[config.mk]
export PLATFORM = sky130hd
export DESIGN_NAME = path_replayer
export DESIGN_NICKNAME = d
export VERILOG_FILES = /design/src/rtl/path_replayer.sv
export SDC_FILE = /design/constraint.sdc
export NUM_CORES = 1
export LEC_CHECK = 0
export ABC_AREA = 1
export BUFFER_PORTS_ARGS = -buffer_cell sky130_fd_sc_hd__buf_2
export CORE_ASPECT_RATIO = 0.7
export CORE_MARGIN = 2
export CORE_UTILIZATION = 35
export CTS_BUF_LIST = sky130_fd_sc_hd__clkbuf_8
export CTS_CLUSTER_DIAMETER = 100
export DETAILED_ROUTE_END_ITERATION = 10
export PLACE_DENSITY = 0.53
export SYNTH_ARGS = -nofsm -noshare
export SYNTH_HDL_FRONTEND = slang
export SYNTH_SLANG_ARGS = --single-unit
[constraint.sdc]
create_clock -name clk -period 2.5 [get_ports clk]
set_input_delay 0.625 -clock clk [delete_from_list [all_inputs] [get_ports clk]]
set_output_delay 0.625 -clock clk [all_outputs]
set_load 0.01 [all_outputs]
[src/rtl/path_replayer.sv]
// path_replayer: drains the solver's location stack and streams one move per location step;
// best case one move per 3 cycles, pops stall while a move waits on move_ready. Adjacency check/ERR under `PATH_REPLAYER_CHECK_EN.
module path_replayer #(
  parameter int COORD_W = 4,
  parameter int LEN_W   = 6
) (
  input  logic                 clk,
  input  logic                 rst,
  input  logic                 start,
  input  logic                 emp_stck,
  input  logic [2*COORD_W-1:0] loc_in,
  output logic                 pop,
  output logic                 move_valid,
  input  logic                 move_ready,
  output logic [1:0]           move_dir,
  output logic [2*COORD_W-1:0] move_loc,
  output logic [LEN_W-1:0]     path_len,
  output logic                 busy,
  output logic                 finished,
  output logic                 err
);

  localparam logic [1:0] X_INC = 2'b00;
  localparam logic [1:0] X_DEC = 2'b01;
  localparam logic [1:0] Y_INC = 2'b10;
  localparam logic [1:0] Y_DEC = 2'b11;

`ifdef PATH_REPLAYER_CHECK_EN
  typedef enum logic [2:0] {IDLE, POP, WAIT, EMIT, DONE, ERR} state_t;
`else
  typedef enum logic [2:0] {IDLE, POP, WAIT, EMIT, DONE} state_t;
`endif

  state_t state, nextState;

  logic [2*COORD_W-1:0] prevLoc;
  logic                 first;
  logic                 startRun, takeOrigin, loadMove, accept;
  logic [1:0]           stepDir;

  // Unsigned coordinates widened by one bit so a 15->0 step reads as -15, never as +1.
  logic signed [COORD_W:0] dx, dy;
  assign dx = $signed({1'b0, loc_in[2*COORD_W-1:COORD_W]}) - $signed({1'b0, prevLoc[2*COORD_W-1:COORD_W]});
  assign dy = $signed({1'b0, loc_in[COORD_W-1:0]}) - $signed({1'b0, prevLoc[COORD_W-1:0]});

`ifdef PATH_REPLAYER_CHECK_EN
  localparam logic signed [COORD_W:0] PLUS1  = (COORD_W+1)'(1);
  localparam logic signed [COORD_W:0] MINUS1 = '1;
  localparam logic signed [COORD_W:0] ZERO   = '0;
  logic stepOk;

  always_comb begin
    stepDir = Y_INC;
    stepOk  = 1'b1;
    if (dx == PLUS1 && dy == ZERO)       stepDir = X_INC;
    else if (dx == MINUS1 && dy == ZERO) stepDir = X_DEC;
    else if (dx == ZERO && dy == PLUS1)  stepDir = Y_INC;
    else if (dx == ZERO && dy == MINUS1) stepDir = Y_DEC;
    else                                 stepOk  = 1'b0;
  end
`else
  always_comb begin
    stepDir = Y_INC;
    if (dx != '0)               stepDir = dx[COORD_W] ? X_DEC : X_INC;
    else if (dy[COORD_W])       stepDir = Y_DEC;
  end
`endif

  always_ff @(posedge clk or posedge rst) begin
    if (rst) state <= IDLE;
    else     state <= nextState;
  end

  always_comb begin
    nextState  = state;
    startRun   = 1'b0;
    takeOrigin = 1'b0;
    loadMove   = 1'b0;
    accept     = 1'b0;
    case (state)
`ifdef PATH_REPLAYER_CHECK_EN
      IDLE, DONE, ERR: begin
`else
      IDLE, DONE: begin
`endif
        if (start) begin
          startRun  = 1'b1;
          nextState = emp_stck ? DONE : POP;
        end
      end
      POP: nextState = WAIT;
      WAIT: begin
        if (first) begin
          // The origin only seeds prevLoc; it is never emitted as a move.
          takeOrigin = 1'b1;
          nextState  = emp_stck ? DONE : POP;
        end else begin
`ifdef PATH_REPLAYER_CHECK_EN
          if (stepOk) begin
            loadMove  = 1'b1;
            nextState = EMIT;
          end else begin
            nextState = ERR;
          end
`else
          loadMove  = 1'b1;
          nextState = EMIT;
`endif
        end
      end
      EMIT: begin
        if (move_ready) begin
          accept    = 1'b1;
          nextState = emp_stck ? DONE : POP;
        end
      end
      default: nextState = IDLE;
    endcase
  end

  always_ff @(posedge clk or posedge rst) begin
    if (rst) begin
      prevLoc  <= '0;
      first    <= 1'b1;
      move_dir <= '0;
      move_loc <= '0;
      path_len <= '0;
    end else begin
      if (startRun) begin
        path_len <= '0;
        first    <= 1'b1;
      end
      if (takeOrigin) begin
        prevLoc <= loc_in;
        first   <= 1'b0;
      end
      if (loadMove) begin
        move_dir <= stepDir;
        move_loc <= loc_in;
      end
      if (accept) begin
        prevLoc <= move_loc;
        if (path_len != '1) path_len <= path_len + 1'b1;
      end
    end
  end

  assign pop        = (state == POP);
  assign move_valid = (state == EMIT);
  assign busy       = (state == POP) || (state == WAIT) || (state == EMIT);
  assign finished   = (state == DONE);
`ifdef PATH_REPLAYER_CHECK_EN
  assign err        = (state == ERR);
`else
  assign err        = 1'b0;
`endif

endmodule

==> results_dict.tcl <==
set metrics [dict create \
    outcome "completed" \
    yosysMostFrequentCell "sky130_fd_sc_hd__inv_1" \
    fill_cells 465 \
    synth_top_area_cell "sky130_fd_sc_hd__dfrtp_1" \
    timing.reg2reg.setup_slack_ns 0.84 \
    route.vias.total 1230 \
    post-dp-hpwl_um 2330 \
    finalCritPeriodShare_pct 75.2 \
    switching_share_pct 38.4 \
    startpoint_type "flip-flop" \
    internal_power_mw 1.16 \
    gr_usage_total_pct 13.9 \
    synth_fp_nets 213 \
    placement.setup.worst_slack_ns 0.421 \
    chipHeight_um 60.0 \
    place_area_um2 1760 \
    cts-resized-gates 0 \
    hold_slack_ns 0.402 \
    design_area_um2 1830 \
    synthesis.instances 191 \
    post-place-cells 273 \
    rsz0062_at_grt "no" \
    ant_nets 0 \
    power_frac_clock_pct 19.3 \
    root_buffer "sky130_fd_sc_hd__clkbuf_8" \
    power.density_nw_per_um2 1030 \
    worstMarginPinSlew_ns 0.583 \
    synthToLayoutAreaGrowth_pct 16.4 \
    drt_first_iter_violations 71 \
    fmaxAchievable_mhz 532 \
    rr_startpoint "prevLoc[4]$_DFFE_PP0P_" \
    netlist-cell-type-count 31 \
    critical_path_arrival_ns 1.25 \
    type_of_element_capturing_the_critical_path "output port" \
    first_global_vias 1139 \
    detail_route.first_pass.iterations 4 \
    critical_path.reg2reg.endpoint "move_dir[0]$_DFFE_PP0N_" \
    critical_path_class "reg -> out" \
    number_of_clock_sinks 28 \
    clk_transition_reported_paths_ns 0.10 \
    finalHoldViolCount 0 \
    ctsLongestPathBuffers 2 \
    synth_area_leaders "sky130_fd_sc_hd__dfrtp_1 (43%), sky130_fd_sc_hd__o21ai_0 (11%), sky130_fd_sc_hd__inv_1 (8.1%)" \
    worst-path-max-fanout 5 \
    seq_area_frac_synth_pct 44.7 \
    max_cap_viol_count 0 \
    floorplan.io_pins 34 \
    clock_latency_reported_for_the_late_side_of_the_worst_skew_pair_ns 0.28 \
    reg2reg_depth 8 \
    syn-cell-area_um2 1570 \
    setup_violations 0 \
    finalWirelength_um 3130 \
    design.die.area_um2 5050 \
    cts_max_level 1 \
    worst_slew_margin_rel_pct 61.0 \
    min_period_ns 1.88 \
    drc_violations_left 0 \
    grt_pass1_wl_um 5490 \
    clock_skew_ns 0.00389 \
    vias_per_cell 4.44 \
    ys_async_sr_fraction_pct 100 \
    globalRouteOverflowTotal 0 \
    final-instance-count-excl-fill 277 \
    utilization_pct 42.2 \
    setup_ws_ns 0.621 \
    final_layout_size_suffix_gt1_share_pct 20.7 \
    hold_class "in -> async" \
    fin_total_pwr_mw 1.88 \
    power.net_switching_mw 0.720 \
    floorplan.rows 20 \
    synth_warn 0 \
    drt-wirelength-per-cell_um 11.3 \
    comb_power_share_pct 41.5 \
    cts_buffers 3 \
    initial_core_util_pct 36.3 \
    post-cts-setup-buffers 0 \
    cts_hold_buf 0 \
    die_w_um 84.1 \
    cts_tree "built" \
    grt_start_max_net_pins 29 \
    initial_antenna_violation_count 0 \
    place.gp.congestion 0.773 \
    power.static_leakage_nw 0.988 \
    synth-seq-cells 28 \
    synth_enable_flop_cells 0 \
    ys_dominant_reg_cell "sky130_fd_sc_hd__dfrtp_1" \
    ir_worst_vdd_uv 547 \
    required_ns 1.88 \
    post_synth.cell_area_avg_um2 8.22 \
    final.setup.tns_ns 0 \
    netlist_top_cells_count "sky130_fd_sc_hd__inv_1 (34), sky130_fd_sc_hd__o21ai_0 (33), sky130_fd_sc_hd__nand2_1 (29)" \
    post-synth-top-area-fraction_pct 43.0 \
    power_frac_seq_pct 39.3 \
    report.final.slew_viol_count 0 \
    io_buffers 32 \
    core_area_um2 4330 \
    layout.nets 245 \
    antennaDiodeCount 0 \
]
state kept, by name (all words and copies together) (netlist names):
name / cells
move_dir: 2
path_len: 6
move_loc: 8
first: 1
state: 3
prevLoc: 8
layout make-up:
type / count / area [µm²] / share of cell area (%)
Clock inverter: 1 / 30.0 / 1.64
Sequential cell: 28 / 702 / 38.4
Clock buffer: 3 / 41.3 / 2.26
Tap cell: 55 / 68.8 / 3.76
Multi-Input combinational cell: 121 / 683 / 37.4
Inverter: 36 / 135 / 7.39
Timing Repair Buffer: 33 / 168 / 9.17
power groups by stage:
| stage | sequential (mW) | clock, mW | combinational, mW |
|---|---|---|---|
| finish | 0.736 | 0.361 | 0.778 |
| global route | 0.758 | 0.395 | 0.912 |
| CTS | 0.735 | 0.378 | 0.789 |
| detailed placement | 0.742 | 0 | 0.789 |
| global placement | 0.743 | 0 | 0.786 |
| floorplan | 0.772 | 0 | 0.527 |
critical path: stages (launching register included):
cell	delay, ns
sky130_fd_sc_hd__dfrtp_1	0.44
sky130_fd_sc_hd__nor2_1	0.19
sky130_fd_sc_hd__inv_1	0.13
sky130_fd_sc_hd__nor2_1	0.10
sky130_fd_sc_hd__buf_2	0.13
metal layers:
metal	up-vias	GRT usage [%]	part of all wire, %
met5	-	0	0
met1	530	22.1	57
li1	672	-	-
met2	26	18.8	38
met4	0	2.07	0.57
met3	2	3.73	4.3
kinds of logic (layout without fill, tap and decap cells):
logic type | after synthesis | in the layout | synth area share [%]
xor gates and xnor gates | 4 | 4 | 2.23
other | 1 | 1 | 0.239
AOI/OAI and AO/OA | 51 | 51 | 17.5
and+or+nand+nor | 55 | 55 | 15.3
adders and majority gates | 9 | 9 | 7.65
muxes | 1 | 1 | 0.637
DFF | 28 | 28 | 44.7
buffers and inverters | 42 | 73 | 11.8
layout by cell type, fill, tap and decap left out:
master,Yosys,final
sky130_fd_sc_hd__o2111ai_1,1,1
sky130_fd_sc_hd__conb_1,1,1
sky130_fd_sc_hd__nand3_2,1,1
sky130_fd_sc_hd__mux2i_1,1,1
sky130_fd_sc_hd__xnor2_1,2,2
sky130_fd_sc_hd__o21ai_1,4,4
sky130_fd_sc_hd__o21ai_2,2,2
sky130_fd_sc_hd__nand4_1,1,1
sky130_fd_sc_hd__dfstp_2,1,1
sky130_fd_sc_hd__inv_2,2,2
sky130_fd_sc_hd__o31ai_1,1,1
sky130_fd_sc_hd__o21ai_0,33,33
sky130_fd_sc_hd__nor3_1,1,1
sky130_fd_sc_hd__buf_2,1,32
sky130_fd_sc_hd__o22ai_1,2,2
sky130_fd_sc_hd__a21o_1,1,1
sky130_fd_sc_hd__buf_4,1,1
sky130_fd_sc_hd__clkbuf_8,0,3
sky130_fd_sc_hd__nor2_4,1,1
sky130_fd_sc_hd__fa_1,1,1
sky130_fd_sc_hd__dfrtp_1,27,27
sky130_fd_sc_hd__xor2_1,2,2
sky130_fd_sc_hd__inv_1,34,34
sky130_fd_sc_hd__nand2_2,1,1
sky130_fd_sc_hd__nand2_1,29,29
sky130_fd_sc_hd__ha_1,8,8
sky130_fd_sc_hd__nor2_1,11,11
sky130_fd_sc_hd__bufinv_16,0,1
sky130_fd_sc_hd__nor2_2,1,1
sky130_fd_sc_hd__nand3_1,9,9
sky130_fd_sc_hd__a21oi_1,7,7
worst max path at each step:
| stage | cells past startpoint | start | to | slack (ns) |
|---|---|---|---|---|
| 6_report | 4 | state[1]$_DFFE_PP0P_ | finished | 0.62 |
| 5_1_grt | 4 | state[1]$_DFFE_PP0P_ | finished | 0.48 |
| 4_1_cts | 4 | state[1]$_DFFE_PP0P_ | finished | 0.60 |
| 3_3_place_gp | 10 | loc_in[4] | move_dir[0]$_DFFE_PP0N_ | 0.46 |
| 2_1_floorplan | 9 | loc_in[4] | move_dir[0]$_DFFE_PP0N_ | 0.65 |
| 3_5_place_dp | 10 | loc_in[4] | move_dir[0]$_DFFE_PP0N_ | 0.42 |
Note: power is estimated with default switching activity, not from simulation.
